### src/rtl/ysyx_2022040010_store_buf.sv
// In-order store buffer: formats execute-stage stores into 8-byte word writes with
// byte masks, queues them, drains to the data SRAM by req/gnt and flags load hazards.
module ysyx_2022040010_store_buf #(
    parameter int DEPTH = 4,
    parameter int CW    = $clog2(DEPTH) + 1
) (
    input  logic          clk,
    input  logic          rst,
    input  logic          st_valid,
    output logic          st_ready,
    input  logic [3:0]    st_op,
    input  logic [63:0]   st_addr,
    input  logic [63:0]   st_data,
    output logic          st_misalign,
    output logic          dsram_req,
    output logic [63:0]   dsram_addr,
    output logic [63:0]   dsram_wdata,
    output logic [7:0]    dsram_wmask,
    input  logic          dsram_gnt,
    input  logic [63:0]   ld_addr,
    output logic          ld_conflict,
    output logic          empty,
    output logic [CW-1:0] count
);
    localparam int PW = $clog2(DEPTH);

    logic [60:0]      r_addr [DEPTH];
    logic [63:0]      r_data [DEPTH];
    logic [7:0]       r_mask [DEPTH];
    logic [DEPTH-1:0] r_valid;
    logic [PW-1:0]    r_wptr;
    logic [PW-1:0]    r_rptr;
    logic [CW-1:0]    r_count;
    logic             r_misalign;

    logic        w_full;
    logic        w_empty;
    logic        w_accept;
    logic        w_onehot;
    logic        w_misal;
    logic        w_push;
    logic        w_pop;
    logic [2:0]  w_off;
    logic [63:0] w_fmt_data;
    logic [7:0]  w_fmt_mask;
    logic        w_conflict;

    assign w_full   = (r_count == CW'(DEPTH));
    assign w_empty  = (r_count == '0);
    assign w_accept = st_valid & ~w_full;
    assign w_onehot = (st_op != 4'd0) && ((st_op & (st_op - 4'd1)) == 4'd0);
    assign w_off    = st_addr[2:0];
    assign w_push   = w_accept & w_onehot & ~w_misal;
    assign w_pop    = ~w_empty & dsram_gnt;

    // Lane replication lets the SRAM take the word as-is; the mask selects the bytes.
    always_comb begin
        w_fmt_data = '0;
        w_fmt_mask = '0;
        w_misal    = 1'b0;
        case (st_op)
            4'b0001: begin
                w_fmt_data = {8{st_data[7:0]}};
                w_fmt_mask = 8'h01 << w_off;
            end
            4'b0010: begin
                w_fmt_data = {4{st_data[15:0]}};
                w_fmt_mask = 8'h03 << w_off;
                w_misal    = st_addr[0];
            end
            4'b0100: begin
                w_fmt_data = {2{st_data[31:0]}};
                w_fmt_mask = 8'h0F << w_off;
                w_misal    = |st_addr[1:0];
            end
            4'b1000: begin
                w_fmt_data = st_data;
                w_fmt_mask = 8'hFF;
                w_misal    = |st_addr[2:0];
            end
            default: begin
                w_fmt_data = '0;
                w_fmt_mask = '0;
                w_misal    = 1'b0;
            end
        endcase
    end

    always_ff @(posedge clk or posedge rst) begin
        if (rst) begin
            r_valid    <= '0;
            r_wptr     <= '0;
            r_rptr     <= '0;
            r_count    <= '0;
            r_misalign <= 1'b0;
        end else begin
            r_misalign <= w_accept & w_onehot & w_misal;
            if (w_pop) begin
                r_valid[r_rptr] <= 1'b0;
                r_rptr          <= r_rptr + PW'(1);
            end
            if (w_push) begin
                r_valid[r_wptr] <= 1'b1;
                r_wptr          <= r_wptr + PW'(1);
            end
            case ({w_push, w_pop})
                2'b10:   r_count <= r_count + CW'(1);
                2'b01:   r_count <= r_count - CW'(1);
                default: r_count <= r_count;
            endcase
        end
    end

    // Payload needs no reset: it is only observed through valid/empty qualification.
    always_ff @(posedge clk) begin
        if (w_push) begin
            r_addr[r_wptr] <= st_addr[63:3];
            r_data[r_wptr] <= w_fmt_data;
            r_mask[r_wptr] <= w_fmt_mask;
        end
    end

    always_comb begin
        w_conflict = 1'b0;
        for (int i = 0; i < DEPTH; i++) begin
            if (r_valid[i] && (((({r_addr[i], 3'b000}) ^ ld_addr) & ~64'h7) == 64'd0))
                w_conflict = 1'b1;
        end
    end

    assign st_ready    = ~w_full;
    assign st_misalign = r_misalign;
    assign dsram_req   = ~w_empty;
    assign dsram_addr  = w_empty ? 64'd0 : {r_addr[r_rptr], 3'b000};
    assign dsram_wdata = w_empty ? 64'd0 : r_data[r_rptr];
    assign dsram_wmask = w_empty ? 8'd0  : r_mask[r_rptr];
    assign ld_conflict = w_conflict;
    assign empty       = w_empty;
    assign count       = r_count;

endmodule

### config.mk
export PLATFORM = sky130hd
export DESIGN_NAME = ysyx_2022040010_store_buf
export DESIGN_NICKNAME = d
export VERILOG_FILES = /design/src/rtl/ysyx_2022040010_store_buf.sv
export SDC_FILE = /design/constraint.sdc
export NUM_CORES = 1
export LEC_CHECK = 0
export ABC_CLOCK_PERIOD_IN_PS = 8000
export CAP_MARGIN = 20
export CORE_MARGIN = 2
export CORE_UTILIZATION = 45
export CTS_CLUSTER_DIAMETER = 60
export DETAILED_ROUTE_END_ITERATION = 8
export PLACE_DENSITY = 0.69
export SYNTH_ARGS = -nofsm -noshare
export SYNTH_HDL_FRONTEND = slang
export SYNTH_SLANG_ARGS = --single-unit
### constraint.sdc
create_clock -name clk -period 8 [get_ports clk]
set_input_delay 1.2 -clock clk [delete_from_list [all_inputs] [get_ports clk]]
set_output_delay 1.2 -clock clk [all_outputs]
set_load 0.02 [all_outputs]
==> flow_metrics.env <==
export IMPL_cpPeakStageDelay_ns=0.84
export IMPL_status="finished clean"
export IMPL_finalClockSkew_ns=0.0209
export IMPL_finalNetCount=2016
export IMPL_cts_buffer_depth=3
export IMPL_cp_end_kind="output port"
export IMPL_path_class="in -> out"
export IMPL_synth_top_cell_by_area="edfxtp_1"
export IMPL_cp_max_fo=5
export IMPL_clk_latency_ns=0.62
export IMPL_synth_area_per_cell_um2=16.6
export IMPL_clock_sinks=544
export IMPL_register_area_um2=16300
export IMPL_fin_cells=2550
export IMPL_ys_seq_elements=544
export IMPL_wl_um=73400
export IMPL_ys_async_sr_fraction_pct=2.21
export IMPL_area_growth_synth_to_final_pct=24.3
export IMPL_hold_viol_final=0
export IMPL_multi_input_area_um2=7720
export IMPL_ys_warn_count=0
export IMPL_cap_violations=0
export IMPL_synth_top_area_share_pct=65.0
export IMPL_die_h_um=238
export IMPL_yosysMostFrequentCell="edfxtp_1"
export IMPL_grt_pass1_vias=15228
export IMPL_synth_yosys_seq_area_share_pct=66.2
export IMPL_synth_area_leaders="edfxtp_1 (65%), mux4_2 (12%), xnor2_1 (4.2%)"
export IMPL_required_ns=6.80
export IMPL_drtAntennaViolNets=0
export IMPL_postCtsHoldBufs=0
export IMPL_fp_dieW_um=238
export IMPL_vias_per_cell=5.92
export IMPL_htree_levels=2
export IMPL_drc=0
export IMPL_die_area_um2=56500
export IMPL_fill_cells=4212
export IMPL_finalCriticalPeriod_ns=6.00
export IMPL_cts_root_buf="clkbuf_16"
export IMPL_ys_flop_type="edfxtp_1"
export IMPL_r2r_setup_slack_ns=5.11
export IMPL_synth_area_um2=24600
export IMPL_syn_instance_count=1479
export IMPL_post_cts_resized=0
export IMPL_drt_initial_drc_count=1482
export IMPL_rows=85
export IMPL_antenna_found_initial=5
export IMPL_drive_gt1_share_pct=13.7
export IMPL_max_clock_freq_ghz=0.167
export IMPL_rsz0062_at_grt="no"
export IMPL_grt_total_usage_pct=25.8
export IMPL_first_pass_iters=5
export IMPL_synth_common_cells="edfxtp_1 (532), and2_1 (140), mux4_2 (133)"
export IMPL_timing_final_crit_share_pct=75.0
export IMPL_portBuffers=337
export IMPL_fin_setup_tns_ns=0
export IMPL_whs_path_depth=1
export IMPL_avgRoutedWirePerCell_um=28.8
export IMPL_cts_setup_buffers=0
export IMPL_ios=344
export IMPL_relSlewSlack_pct=31.7
export IMPL_vdd_drop_max_mv=0.235
export IMPL_initial_core_util_pct=45.6
export IMPL_hold_path_class="reg -> reg"
export IMPL_start_kind="input port"
export IMPL_vias=15088
export IMPL_dp_cells=2443
export IMPL_grt_max_degree=73
export IMPL_overflow=0
export IMPL_ys_types=56
export IMPL_maxSlewViolCount=0
export IMPL_gp_congestion=0.962
export IMPL_grt_pass1_wl_um=105000
export IMPL_coreArea_um2=53900
export IMPL_cts_tree="done"
export IMPL_tightest_slew_ns=1.02
export IMPL_cp_slowest_cell="nor4_1"
export IMPL_power_density_nw_per_um2=318
export IMPL_leakage_nw=10.2
export IMPL_critical_path_arrival_ns=4.80
export IMPL_setup_violations_final=0
export IMPL_dp_hpwl_um=51500
export IMPL_synth_edf_count=532
export IMPL_crit_chain="clkdlybuf4s50_1, xnor2_1, nand4_1, nor4_1, nand4_1, nor4_1, or4_1, clkdlybuf4s50_1"
export IMPL_path_clk_slew_ns=0.06
export IMPL_cts_inserted_buffers=57
export IMPL_rr_worst_depth=6
## layout make-up
cell class	count	share of cell area (%)
antenna	4	0.0327
clock inverter	37	1.23
clock buffer	66	4.87
multi-input combinational	781	25.2
timing repair buffer	355	11.7
inverter	67	0.823
sequential	544	53.3
tap	696	2.85
## per-stage QoR
stage	utilization (%)	power, mW	hold WS (ns)	setup slack (ns)	area (µm²)
4_1_cts	56.7	9.80	0.526	2.14	30600
5_1_grt	56.7	10.1	0.549	2.16	30600
3_3_place_gp	53.2	7.16	0.515	2.15	28700
2_1_floorplan	-	5.55	0.458	1.90	24600
3_5_place_dp	53.2	7.17	0.517	2.15	28700
6_report	56.7	9.72	0.531	2.00	30600
## metal layers
| metal | up-vias | routed length, µm | global-route usage [%] | part of all wire [%] |
|---|---|---|---|---|
| li1 | 6425 | - | - | - |
| met1 | 7802 | 29200 | 34.7 | 40 |
| met2 | 749 | 35900 | 42.8 | 49 |
| met3 | 104 | 6190 | 4.88 | 8.4 |
| met4 | 8 | 2030 | 7.68 | 2.8 |
| met5 | - | 46 | 0 | 0.063 |
## placed cells by master (no fill, tap or decap), types with 3 or more instances in the layout
cell type and instances:
nand2b_1 16, nand2_1 43, inv_1 67, nor2b_1 12, bufinv_16 6, a21oi_1 6, xor2_1 68, a221oi_1 11
clkinv_2 13, clkinv_8 3, o22ai_1 19, buf_4 13, o21ai_0 7, a222oi_1 9, xnor2_1 118, nand3_1 6
nand4_1 37, and2_4 4, nor2_1 8, o221ai_1 3, a22oi_1 26, ha_1 9, nor4_1 30, and2_1 136
edfxtp_1 532, nor3_1 3, buf_12 5, clkbuf_1 6, clkbuf_8 3, conb_1 3, clkinv_1 10, diode_2 4
a22o_1 33, dfrtp_1 10, o2111ai_1 6, o2bb2ai_1 5, clkdlybuf4s50_1 337, clkbuf_16 57, mux4_2 133
## logic make-up after synthesis
kind of cell,after synthesis,synth area share (%)
xor+xnor,186,6.62
fa+ha+maj,10,0.539
compound gates,141,4.50
flops,544,66.2
simple gates,306,7.29
mux,135,12.3
buf+inv,156,2.59
other cells,1,0.0152
## path summary, 6_finish.rpt
| check | start | to |
|---|---|---|
| max | ld_addr[25] | ld_conflict |
| min | count[2]$_DFFE_PP0P_ | count[2]$_DFFE_PP0P_ |
| max reg2reg | count[0]$_DFFE_PP0P_ | r_data[1][61]$_DFFE_PP_ |
| min reg2reg | count[2]$_DFFE_PP0P_ | count[2]$_DFFE_PP0P_ |
| max in group asynchronous | rst | r_rptr[1]$_DFFE_PP0P_ |
| min in group asynchronous | rst | r_wptr[1]$_DFFE_PP0P_ |
## report_power, final
group          internal (mW)  leakage (nW)  switching, mW
sequential              3.29          5.01          0.192
clock                   1.53         0.922           1.11
combinational           1.78          4.24           1.81
## state kept, by name, indices dropped and copies added (netlist names)
| signal | cells |
|---|---|
| count | 3 |
| r_addr | 244 |
| r_data | 256 |
| r_mask | 32 |
| r_rptr | 2 |
| r_valid | 4 |
| r_wptr | 2 |
| st_misalign | 1 |
## critical path, delay by kind of cell
family | cells | cell delay, ns
and+or+nand+nor | 5 | 1.97
buffers and inverters | 2 | 1.18
xor gates and xnor gates | 1 | 0.44
Power figures use the tool's default switching activity.
